<file path="src/rtl/crypto_op_sequencer_if.sv">
// Core <-> crypto op sequencer bus.
//   op_e        : level op enables from core (bit index = op id)
//   op_done     : per-op done, 1 = op not stalling core
//   stall/busy  : aggregate stall term and FSM-not-idle flag
//   grant_id    : id of op in service (0 when idle)
//   err_multi/err_abort : sticky error flags
//   op_count/busy_cycles: perf counters
interface crypto_op_sequencer_if #(
    parameter int unsigned NOPS = 21,
    parameter int unsigned GW   = 5
);
    logic [NOPS-1:0] op_e;
    logic [NOPS-1:0] op_done;
    logic            stall;
    logic            busy;
    logic [GW-1:0]   grant_id;
    logic            err_multi;
    logic            err_abort;
    logic [15:0]     op_count;
    logic [31:0]     busy_cycles;

    modport master (
        output op_e,
        input  op_done, stall, busy, grant_id, err_multi, err_abort, op_count, busy_cycles
    );

    modport slave (
        input  op_e,
        output op_done, stall, busy, grant_id, err_multi, err_abort, op_count, busy_cycles
    );
endinterface

</file>
<file path="src/rtl/crypto_op_sequencer.sv">
// Serialises AES / IMCRYPTO coprocessor ops, inserts a per-group wait-state
// count, returns per-op done strobes and the aggregate stall term for halt.
//   clk : core clock
//   res : asynchronous active-high reset
//   bus : slave side of crypto_op_sequencer_if (op_e in, status/counters out)
module crypto_op_sequencer #(
    parameter int unsigned NOPS    = 21,
    parameter int unsigned NAES    = 10,
    parameter int unsigned LAT_AES = 1,
    parameter int unsigned LAT_IM  = 1,
    parameter int unsigned GW      = 5
) (
    input  logic                  clk,
    input  logic                  res,
    crypto_op_sequencer_if.slave  bus
);
    localparam int unsigned CW = 8;
    localparam logic [CW-1:0] LAT_AES_L = CW'(LAT_AES);
    localparam logic [CW-1:0] LAT_IM_L  = CW'(LAT_IM);

    typedef enum logic [1:0] {S_IDLE, S_BUSY, S_DONE} state_e;

    state_e          state_q, state_d;
    logic [CW-1:0]   cnt_q, cnt_d;
    logic [GW-1:0]   gid_q, gid_d;
    logic            err_multi_q, err_multi_d;
    logic            err_abort_q, err_abort_d;
    logic [15:0]     op_count_q, op_count_d;
    logic [31:0]     busy_cycles_q, busy_cycles_d;

    logic [NOPS-1:0] op_done_c;
    logic            stall_c;
    logic [GW-1:0]   low_id_c;
    logic [CW-1:0]   lat_c;

    // Per-op done: idle ops never stall; the granted op is released in DONE.
    always_comb begin
        op_done_c = '1;
        for (int i = 0; i < int'(NOPS); i++) begin
            op_done_c[i] = ~bus.op_e[i] | ((state_q == S_DONE) && (gid_q == GW'(i)));
        end
    end

    assign stall_c = ~&op_done_c;

    // Lowest set enable wins arbitration.
    always_comb begin
        low_id_c = '0;
        for (int i = int'(NOPS) - 1; i >= 0; i--) begin
            if (bus.op_e[i]) begin
                low_id_c = GW'(i);
            end
        end
    end

    assign lat_c = (low_id_c < GW'(NAES)) ? LAT_AES_L : LAT_IM_L;

    // State register and sticky/perf registers.
    always_ff @(posedge clk or posedge res) begin
        if (res) begin
            state_q       <= S_IDLE;
            cnt_q         <= '0;
            gid_q         <= '0;
            err_multi_q   <= 1'b0;
            err_abort_q   <= 1'b0;
            op_count_q    <= '0;
            busy_cycles_q <= '0;
        end else begin
            state_q       <= state_d;
            cnt_q         <= cnt_d;
            gid_q         <= gid_d;
            err_multi_q   <= err_multi_d;
            err_abort_q   <= err_abort_d;
            op_count_q    <= op_count_d;
            busy_cycles_q <= busy_cycles_d;
        end
    end

    // Next-state and counter update.
    always_comb begin
        state_d       = state_q;
        cnt_d         = cnt_q;
        gid_d         = gid_q;
        err_multi_d   = err_multi_q;
        err_abort_d   = err_abort_q;
        op_count_d    = op_count_q;
        busy_cycles_d = (stall_c && (busy_cycles_q != '1)) ? busy_cycles_q + 32'd1 : busy_cycles_q;

        case (state_q)
            S_IDLE: begin
                if (|bus.op_e) begin
                    gid_d = low_id_c;
                    if ($countones(bus.op_e) > 1) begin
                        err_multi_d = 1'b1;
                    end
                    // The grant cycle itself is stall cycle 1, so BUSY waits lat-2 more.
                    if (lat_c <= CW'(1)) begin
                        state_d = S_DONE;
                    end else begin
                        state_d = S_BUSY;
                        cnt_d   = lat_c - CW'(2);
                    end
                end
            end
            S_BUSY: begin
                if (!bus.op_e[gid_q]) begin
                    err_abort_d = 1'b1;
                    state_d     = S_IDLE;
                    gid_d       = '0;
                    cnt_d       = '0;
                end else if (cnt_q == '0) begin
                    state_d = S_DONE;
                end else begin
                    cnt_d = cnt_q - CW'(1);
                end
            end
            S_DONE: begin
                op_count_d = op_count_q + 16'd1;
                state_d    = S_IDLE;
                gid_d      = '0;
            end
            default: begin
                state_d = S_IDLE;
            end
        endcase
    end

    assign bus.op_done     = op_done_c;
    assign bus.stall       = stall_c;
    assign bus.busy        = (state_q != S_IDLE);
    assign bus.grant_id    = gid_q;
    assign bus.err_multi   = err_multi_q;
    assign bus.err_abort   = err_abort_q;
    assign bus.op_count    = op_count_q;
    assign bus.busy_cycles = busy_cycles_q;
endmodule

</file>
<file path="src/flat_wrapper.sv">
// flat-port wrapper written by rule: the top's interface ports become plain ports
module crypto_op_sequencer_flat 
#(
    parameter int unsigned NOPS    = 21,
    parameter int unsigned NAES    = 10,
    parameter int unsigned LAT_AES = 1,
    parameter int unsigned LAT_IM  = 1,
    parameter int unsigned GW      = 5
)
  (clk, res, bus_op_e, bus_op_done, bus_stall, bus_busy, bus_grant_id, bus_err_multi, bus_err_abort, bus_op_count, bus_busy_cycles);
  crypto_op_sequencer_if #(.NOPS(NOPS), .GW(GW)) bus_i ();
  input  logic clk;
  input  logic res;
  input wire logic [$bits(bus_i.op_e)-1:0] bus_op_e;
  output wire logic [$bits(bus_i.op_done)-1:0] bus_op_done;
  output wire logic [$bits(bus_i.stall)-1:0] bus_stall;
  output wire logic [$bits(bus_i.busy)-1:0] bus_busy;
  output wire logic [$bits(bus_i.grant_id)-1:0] bus_grant_id;
  output wire logic [$bits(bus_i.err_multi)-1:0] bus_err_multi;
  output wire logic [$bits(bus_i.err_abort)-1:0] bus_err_abort;
  output wire logic [$bits(bus_i.op_count)-1:0] bus_op_count;
  output wire logic [$bits(bus_i.busy_cycles)-1:0] bus_busy_cycles;
  assign bus_i.op_e = bus_op_e;
  assign bus_op_done = bus_i.op_done;
  assign bus_stall = bus_i.stall;
  assign bus_busy = bus_i.busy;
  assign bus_grant_id = bus_i.grant_id;
  assign bus_err_multi = bus_i.err_multi;
  assign bus_err_abort = bus_i.err_abort;
  assign bus_op_count = bus_i.op_count;
  assign bus_busy_cycles = bus_i.busy_cycles;
  crypto_op_sequencer #(.NOPS(NOPS), .NAES(NAES), .LAT_AES(LAT_AES), .LAT_IM(LAT_IM), .GW(GW)) u_core (.clk(clk), .res(res), .bus(bus_i));
endmodule
</file>
<file path="config.mk">
export PLATFORM = sky130hd
export DESIGN_NAME = crypto_op_sequencer_flat
export DESIGN_NICKNAME = d
export VERILOG_FILES = /design/src/rtl/crypto_op_sequencer_if.sv /design/src/rtl/crypto_op_sequencer.sv /design/src/flat_wrapper.sv
export SDC_FILE = /design/constraint.sdc
export NUM_CORES = 1
export LEC_CHECK = 0
export CAP_MARGIN = 5
export CORE_MARGIN = 3
export CORE_UTILIZATION = 50
export CTS_BUF_LIST = sky130_fd_sc_hd__clkbuf_8 sky130_fd_sc_hd__clkbuf_16
export DETAILED_ROUTE_END_ITERATION = 16
export DONT_BUFFER_PORTS = 1
export HOLD_SLACK_MARGIN = 0.1
export PLACE_DENSITY = 0.69
export SLEW_MARGIN = 10
export SYNTH_ARGS = -nofsm -noshare
export SYNTH_HDL_FRONTEND = slang
export SYNTH_SLANG_ARGS = --single-unit
</file>
<file path="constraint.sdc">
create_clock -name clk -period 3.7 [get_ports clk]
set_input_delay 0.185 -clock clk [delete_from_list [all_inputs] [get_ports clk]]
set_output_delay 0.185 -clock clk [all_outputs]
set_load 0.1 [all_outputs]
</file>
* Word level (Yosys, flattened, before mapping)
Index checks and enable logic that the tools add are counted.
** Storage, ports and cells
- Word-level logic and storage cells :: 169
- Output and inout port bits :: 78
- Flip-flop bits (word level) :: 65
- Input bits :: 23
** Operators by class
- Reduce and logical (&&, ||, !) cells :: 35
- Order comparisons :: 2
- Add/subtract/negate cells :: 23
- Muxes and demuxes :: 32
- Equal/unequal tests :: 27
- Bitwise logic cells :: 43
** Operators with widths (number)
- adder 32 bit :: 9
- 2-to-1 mux 5 bit :: 23
- equality test 5 x 4 -> 1 bit (second input constant) :: 8
- adder 32 x 1 -> 32 bit :: 1
- adder 32 x 1 -> 32 bit (second input constant) :: 1
- > comparator 32 x 2 -> 1 bit (second input constant) :: 1
- inequality test 32 bit (second input constant) :: 1
- equality test 5 bit (second input constant) :: 5
- logical AND 1 bit :: 22
- inverter 1 bit :: 22
- OR 1 bit :: 21
- AND reduction 21 bit :: 1
- OR reduction 21 bit :: 1
- adder 1 x 1 -> 2 bit :: 10
- equality test 5 x 3 -> 1 bit (second input constant) :: 4
- adder 16 x 1 -> 16 bit (second input constant) :: 1
- 2-to-1 mux 8 bit :: 2
- one-hot mux 5 bit (3 select lines) :: 1
- equality test 5 x 2 -> 1 bit (second input constant) :: 2
- logical NOT 8 bit :: 1
- subtractor 8 x 1 -> 8 bit (second input constant) :: 1
- less-than comparator 5 x 6 -> 1 bit (second input constant) :: 1
- 2-to-1 mux 2 bit :: 3
- AND reduction 2 bit :: 3
- other kinds (15) :: 17

* Depth between registers and ports, before layout
Gate-level depths: netlist of run 1.
- Depth after elaboration :: 23
- Depth in mapped cells :: 15
- Depth with buffers taken out :: 15

* Worst setup path before layout of run 1
No wires, ideal clock.
- Kind :: reg2reg
- Start point :: register u_core.state_q[1]
- End point :: register u_core.busy_cycles_q[1], in the netlist u_core.bus.busy_cycles[1]
- Library setup time :: 128 ps
- Slack :: -2226 ps
- Data arrival time :: 5798 ps
- Path buffers :: 2
- Stages on the path, launching flop included :: 9
- Required time :: 3572 ps
- Cells stage by stage :: dfrtp_1 clkbuf_1 nand2_1 o41ai_1 nand4_1 or4_1 buf_2 nand2_1 mux2_1
** Between the ends
- Cells in the longest elaborated chain, start to end :: 6
- Elaborated cells between the ends (all ways) :: 46
- Classes of those cells :: eq/ne (1); bitwise (21); reduce/logical (24)
** Ends and longest elaborated chain
- from (decl) :: RTL line crypto_op_sequencer.sv:23 : state_e state_q, state_d;
- from (signal assigned) :: RTL line crypto_op_sequencer.sv:69 : state_q <= state_d;
- equality test 2 bit :: RTL line crypto_op_sequencer.sv:40 : op_done_c[i] = ~bus.op_e[i] | ((state_q == S_DONE) && (gid_q == GW'(i)));
- logical AND 1 bit :: RTL line crypto_op_sequencer.sv:40
- OR 1 bit :: RTL line crypto_op_sequencer.sv:40
- named net bus_op_done[17] :: RTL line flat_wrapper.sv:15 : output wire logic [$bits(bus_i.op_done)-1:0] bus_op_done;
- AND reduction 21 bit :: RTL line crypto_op_sequencer.sv:44 : assign stall_c = ~&op_done_c;
- logical NOT 1 bit :: RTL line crypto_op_sequencer.sv:44
- logical AND 1 bit :: RTL line crypto_op_sequencer.sv:87 : busy_cycles_d = (stall_c && (busy_cycles_q != '1)) ? busy_cycles_q + 32'd1 : busy_cycles_q;
- to (signal assigned) :: RTL line crypto_op_sequencer.sv:75 : busy_cycles_q <= busy_cycles_d;
- to (decl) :: RTL line crypto_op_sequencer.sv:29 : logic [31:0] busy_cycles_q, busy_cycles_d;
The timed path passes the listed nets, and every way through them passes these cells.
A chain may end at the register's enable or synchronous reset.

* Worst setup path in the final report of run 1
- Start point :: input port bus_op_e[16]
- End point :: register u_core.err_multi_q, in the netlist u_core.bus.err_multi
** Between the ends
- Cells in the longest elaborated chain, start to end :: 6
- Elaborated cells between the ends (all ways) :: 7
- Classes of those cells :: add/sub (4); order compare (1); reduce/logical (2)
** Ends and longest elaborated chain
- from (decl) :: RTL line flat_wrapper.sv:14 : input wire logic [$bits(bus_i.op_e)-1:0] bus_op_e;
- adder 1 x 1 -> 2 bit (not written as such) :: RTL line crypto_op_sequencer.sv:93 : if ($countones(bus.op_e) > 1) begin
- adder 32 bit (not written as such) :: RTL line crypto_op_sequencer.sv:93
- adder 32 x 1 -> 32 bit (not written as such) :: RTL line crypto_op_sequencer.sv:93
- adder 32 bit (not written as such) :: RTL line crypto_op_sequencer.sv:93
- > comparator 32 x 2 -> 1 bit :: RTL line crypto_op_sequencer.sv:93
- AND reduction 3 bit (no source line) (*)
- to (signal assigned) :: RTL line crypto_op_sequencer.sv:72 : err_multi_q <= err_multi_d;
- to (decl) :: RTL line crypto_op_sequencer.sv:26 : logic err_multi_q, err_multi_d;
Every way passes the cells marked *; elsewhere a longest branch is shown, timed or not.

==> reports/metrics.cfg, run 1 <==
[worst_setup_path]
r2r-end=u_core.bus.busy_cycles[1]
path_class=in2reg
reg2reg_slack_ps=630
r2r_start=u_core.bus.grant_id[0]
critical_path_arrival_ps=3690
path_max_fanout=6
slowest_stage=fa_1
cp-start-kind=input port
endpoint_kind=register
critPathMaxStageDelay_ps=550
cpMostUsedCell=fa_1
reg2reg_depth=7
worst_ep_required_time_ps=3900
crit_chain=clkinv_1 > ha_1 > inv_1 > fa_1 > inv_1 > fa_1 > fa_1 > inv_1 > fa_1 > fa_1 > nor4b_1 > o21ai_0 > a21o_1

[timing]
finalMaxSlewViolations=0
finalSetupViolCount=0
clock-skew-final_ps=14.4
hold_viol=0
tightest_slew_ps=985
rsz0062_at_grt=no
finalCriticalPeriod_ps=3500
relSlewSlack=0.344
layout_setup_ws_ps=204
fin_crit_sh=0.945
fmax_ghz=0.286

[yosys]
ys_ff_latch=55
synth.avg_cell_area_um2=9.39
syn-num-nets=488
postSynthCellCount=423
syn_area_um2=3970
synth_edf_count=0
yosysSeqAreaShare=0.347
synthDistinctLibCells=54
ys_async_sr_fraction=1.00
yosys-top-cells-area=dfrtp_1 (35%), xnor2_1 (9.3%), ha_1 (8.5%), fa_1 (7.6%), inv_1 (4.8%)
yosysTopAreaCell=dfrtp_1
yosysWarningCount=0
ys.flop_type=dfrtp_1
synth_top_area_frac=0.347

[power]
sw_frac_of_total=0.372
ir_drop_uv=440
seqPwrFrac=0.400
p_per_area_nw_per_um2=315
comb_power_share=0.370
p_leak_nw=2.27
p_switching_uw=568
power_mw=1.53
p_int_uw=958
power_frac_clock=0.231

[cts]
clockRootBuffer=clkbuf_8
htree_levels=2
cts_max_path_buffers=2
cts_tree=done
clock_latency_ps=310
clock-sinks=55
cts-buffers-inserted=5
cts.reportedPaths.clkPinSlew_ps=100

[cells_and_area]
diodes=0
finish.utilization=0.648
area_delta_synth_final_pct=22.3
multiInputGateArea_um2=2420
final_area_um2=4850
layout.cells.non_filler=599
ff_latch_area_um2=1380
fillers=638
final_common_cell=buf_4
fin_nets=564
final_cell_mix=buf_4 (81), dfrtp_1 (54), inv_1 (50)
drive_gt1_frac=0.232

[floorplan]
io_pins=101
fp.dieArea_um2=9040
start_util=0.530
fp.dieH_um=95.1
core_area_um2=7490
rows=31
dieWidth_um=95.1

[route]
via_count=3508
post_drt_wl_per_cell_um=18.0
viasPerCell=5.86
ant_nets=0
drc=0
routed_wl_mm=10.8
firstDrtPassIters=5
drt_iter0_drc=333

[global_route]
grt_max_degree=45
grt_pass1_vias=3451
antenna_found_initial=0
grt_overflow=0
grt_usage=0.242
grt_pass1_wl_mm=17.3

[run]
maxCapViolCount=0

[placement]
numPortBuffers=0
pre_cts_ws_ps=-133
dpl.hpwl_mm=8.35
gp_congestion=0.994
post_dp_cell_area_um2=4710
dp_cells=588

[min_path]
min_path_type=in2reg
holdPathEnd=u_core.bus.grant_id[0]
min_path_cells=3
min-delay-start=bus_op_e[6]

[run_status]
status=finished clean

[synthesized netlist by cell type, drive strengths merged (2+ instances only)]
cell type and number:
dfrtp 55, inv 51, xnor2 42, nand3 31, ha 27, nand2 25, o21ai 24, and3 23
nand4 18, fa 15, nor2 10, buf 8, nor4 8, clkbuf 7, nor3 6, or2 6
a21oi 4, xor2 4, a22o 3, and2 3, mux2 3, nand2b 3, nor2b 3, o22ai 3
o32a 3, o32ai 3, or4 3, a211oi 2, a21o 2, a31oi 2, and4 2, nand3b 2
nand4b 2, nand4bb 2, nor4b 2, o31ai 2
[flip-flops by register name, indices dropped and copies added, names as in the netlist]
register and flops:
u_core.bus.busy_cycles 32, u_core.bus.err_multi 1, u_core.bus.grant_id 5, u_core.state_q 1, u_core.bus.op_count 16
[cells by family (layout without fill, tap and decap cells)]
logic type	count (synthesis)	count (layout)	share of synthesized area
AND/OR/NAND/NOR	152	152	0.215
multiplexers	3	3	0.00851
buffers and inverters	67	144	0.0715
XOR/XNOR	46	46	0.101
other	1	1	0.000945
adder cells (fa/ha/maj)	42	42	0.161
flip-flops	55	55	0.347
AO/OA/AOI/OAI	57	57	0.0952
[stage by stage]
step	hold WS, ps	setup TNS, ps
floorplan	358	-631
global placement	5.75	-53.2
detailed placement	11.3	-133
CTS	103	0
global route	111	0
finish	121	0
[power groups by stage]
stage                     registers [mW]  logic, mW  clock network, mW
after CTS                          0.610      0.560              0.365
final                              0.610      0.564              0.352
after global placement             0.621      0.524                  0
after floorplan                    0.669      0.390                  0
after detailed placement           0.622      0.554                  0
after global routing               0.611      0.632              0.393
[metal layers]
metal | up-vias | share of wire | track usage
li1 | 1616 | - | -
met1 | 1700 | 0.42 | 0.333
met2 | 173 | 0.46 | 0.380
met3 | 19 | 0.11 | 0.0679
met4 | 0 | 0.015 | 0.0565
met5 | - | 0 | 0
[worst max-delay path by stage]
stage,startpoint,end,cells after the start
2_1_floorplan,u_core.bus.grant_id[1],bus_op_done[11],2
3_3_place_gp,bus_op_e[16],u_core.bus.err_multi,13
3_5_place_dp,bus_op_e[16],u_core.bus.err_multi,15
4_1_cts,u_core.bus.grant_id[0],bus_stall,7
5_1_grt,bus_op_e[16],u_core.bus.err_multi,13
6_report,bus_op_e[16],u_core.bus.err_multi,13
[repair_timing]
| action | 4_1_cts | 5_1_grt |
|---|---|---|
| setup buffers | 0 | 0 |
| gates cloned | 0 | 0 |
| hold endpoints to repair | 13 | 0 |
| gates resized for setup | 1 | 2 |
| endpoints found under the setup margin | 1 | 2 |
| hold buffers | 3 | 0 |
[layout make-up]
cell class                 count  area share
clock buffer                   5      0.0142
multi-input combinational    301       0.499
inverter                      52      0.0402
tap                           99      0.0255
sequential                    55       0.284
timing repair buffer          84       0.131
clock inverter                 3     0.00567
[critical path: cells and delay by family]
family | cells | cell delay, ps
buf+inv | 4 | 260
compound gates | 2 | 300
fa+ha+maj | 6 | 2750
simple gates | 1 | 190
No activity file was read; power rests on OpenSTA's default activity.
==> run 2, diff against run 1 <==
--- a/config.mk
+++ b/config.mk
@@ -6,7 +6,6 @@
 export NUM_CORES = 1
 export LEC_CHECK = 0
 export CAP_MARGIN = 5
-export CORE_MARGIN = 3
 export CORE_UTILIZATION = 50
 export CTS_BUF_LIST = sky130_fd_sc_hd__clkbuf_8 sky130_fd_sc_hd__clkbuf_16
 export DETAILED_ROUTE_END_ITERATION = 16
==> run 2 against run 1 <==
  * Via count down 0.83%
  * Utilization is 1.4 points lower
  * Total power rose by 4.3%
  * Flip-flop and latch count stayed put
  * Sequential power hardly changed
  * Fmax shrank 1.1%
  * Critical path depth fell by 6
  * Hold slack improved by 8.0 ps
  * Sequential share of layout area decreased by 0.091 points
  * Final cell count is 0.33% higher
  * Critical endpoint is now bus_stall
  * Largest cell class unchanged
  * Highest routed layer unchanged
==> reports/metrics.cfg, run 2 (synthesis results as in run 1) <==
[run_status]
status=finished clean  ; unchanged

[timing]
tightest_slew_ps=984  ; was 985 ps
fmax_ghz=0.283  ; was 0.286 GHz
clock-skew-final_ps=5.40  ; was 14.4 ps
relSlewSlack=0.344  ; about the same
finalSetupViolCount=0  ; unchanged
finalMaxSlewViolations=0  ; unchanged
finalCriticalPeriod_ps=3530  ; was 3500 ps
fin_crit_sh=0.955  ; was 0.945
rsz0062_at_grt=no  ; unchanged
finalSetupTns_ps=0  ; unchanged
hold_viol=0  ; unchanged

[cts]
cts-buffers-inserted=5  ; unchanged
cts.reportedPaths.clkPinSlew_ps=90  ; was 100 ps
cts_tree=done  ; unchanged
htree_levels=2  ; unchanged
clock_latency_ps=300  ; was 310 ps
clock-sinks=55  ; unchanged
clockRootBuffer=clkbuf_8  ; unchanged
cts_max_path_buffers=2  ; unchanged

[worst_setup_path]
path_max_fanout=18  ; was 6
slowest_stage=or4_2  ; was fa_1
cpMostUsedCell=buf_4  ; was fa_1
worst_ep_required_time_ps=3510  ; was 3900 ps
crit_chain=nand4bb_1 > o32a_1 > o22ai_1 > nand4_1 > or4_2 > buf_4 > buf_4  ; was clkinv_1 > ha_1 > inv_1 > fa_1 > inv_1 > fa_1 > fa_1 > inv_1 > fa_1 > fa_1 > nor4b_1 > o21ai_0 > a21o_1
path_class=reg2out  ; was in2reg
critical_path_arrival_ps=3350  ; was 3690 ps
cp-start-kind=register  ; was input port
endpoint_kind=primary output  ; was register
critPathTopFamily=simple AND/OR/NAND/NOR gates  ; was adder cells
timing.critical_path.buf_inv=2  ; was 4
critPathMaxStageDelay_ps=880  ; was 550 ps

[global_route]
antenna_found_initial=0  ; unchanged
grt_usage=0.260  ; was 0.242
grt_overflow=0  ; unchanged
grt_pass1_vias=3596  ; was 3451
grt_max_degree=30  ; was 45
grt_pass1_wl_mm=17.2  ; was 17.3 mm

[cells_and_area]
layout.cells.non_filler=601  ; was 599
final_common_cell=buf_4  ; unchanged
final_cell_mix=buf_4 (80), dfrtp_1 (53), inv_1 (50)  ; was buf_4 (81), dfrtp_1 (54), inv_1 (50)
diodes=0  ; unchanged
fin_nets=563  ; was 564
area_delta_synth_final_pct=22.8  ; was 22.3%
finish.utilization=0.634  ; was 0.648
largest_reg_flops=32  ; unchanged
drive_gt1_frac=0.234  ; was 0.232

[route]
firstDrtPassIters=5  ; unchanged
drc=0  ; unchanged
routed_wl_mm=10.6  ; was 10.8 mm
ant_nets=0  ; unchanged
drt_iter0_drc=159  ; was 333
via_count=3479  ; was 3508
viasPerCell=5.79  ; was 5.86
post_drt_wl_per_cell_um=17.6  ; was 18.0 um

[power]
p_leak_nw=2.28  ; was 2.27 nW
ir_drop_uv=218  ; was 440 uV
p_per_area_nw_per_um2=327  ; was 315 nW/um^2

[floorplan]
fp.dieArea_um2=8300  ; was 9040 um^2
rows=32  ; was 31
dieWidth_um=91.1  ; was 95.1 um
fp.dieH_um=91.1  ; was 95.1 um
start_util=0.516  ; was 0.530
core_area_um2=7690  ; was 7490 um^2
io_pins=101  ; unchanged

[run]
maxCapViolCount=0  ; unchanged

[placement]
dpl.hpwl_mm=8.12  ; was 8.35 mm
numPortBuffers=0  ; unchanged
gp_congestion=0.896  ; was 0.994
dp_cells=587  ; was 588

[min_path]
min_path_type=in2reg  ; unchanged

## run 2: what timing repair did
action,4_1_cts,5_1_grt
endpoints found under the setup margin,1,2
endpoints found under the hold margin,29,0
setup buffers,0,3
gates resized for setup,1,4
hold buffers,3,0
pin swaps,0,2
## run 2: worst min-delay path: cells and delay by family
kind            cells  cell delay, ps
simple gates        2             140
compound gates      1              70
## run 2: path summary, 6_finish.rpt
check / startpoint / end / slack, ps / depth (start not counted)
worst max-delay path: u_core.bus.grant_id[4] / bus_stall / 170 / 7
worst min-delay path: bus_op_e[13] / u_core.bus.grant_id[4] / 130 / 3
worst max register to register: u_core.bus.grant_id[4] / u_core.bus.busy_cycles[1] / 570 / 7
worst min register to register: u_core.bus.op_count[10] / u_core.bus.op_count[10] / 520 / 1
max in group asynchronous: res / u_core.state_q[1] / 2490 / 3
min in group asynchronous: res / u_core.bus.op_count[3] / 410 / 2
## run 2: final cells by class
type | count | area, um^2
clock buffers | 6 | 82.6
flip-flops and latches | 55 | 1380
fillers | 684 | 2810
inverters | 52 | 195
clock inverters | 2 | 35.0
multi-input cells | 301 | 2420
repair buffers | 83 | 631
well taps | 102 | 128
## run 2: report_power, final
| part | switching, mW | internal (mW) | total, mW | leakage [nW] |
|---|---|---|---|---|
| sequential | 0.00417 | 0.607 | 0.611 | 0.726 |
| combinational | 0.355 | 0.216 | 0.572 | 1.50 |
| clock | 0.191 | 0.219 | 0.410 | 0.0612 |
## run 2: per-stage QoR
stage | setup slack, ps | hold WS [ps] | area, um^2 | power, mW
after floorplan | -136 | 358 | 4010 | 1.06
after global placement | -23.1 | 164 | 4690 | 1.14
after detailed placement | -179 | 178 | 4690 | 1.18
after CTS | 71.2 | 112 | 4840 | 1.60
after global routing | 47.0 | 145 | 4870 | 1.68
final | 166 | 129 | 4870 | 1.59
## run 2: metal layers
layer,up-vias,track usage,wire [um]
met3,28,0.0687,879
met4,0,0.104,280
li1,1615,-,-
met5,-,0,0
met1,1694,0.308,4230
met2,142,0.447,5160
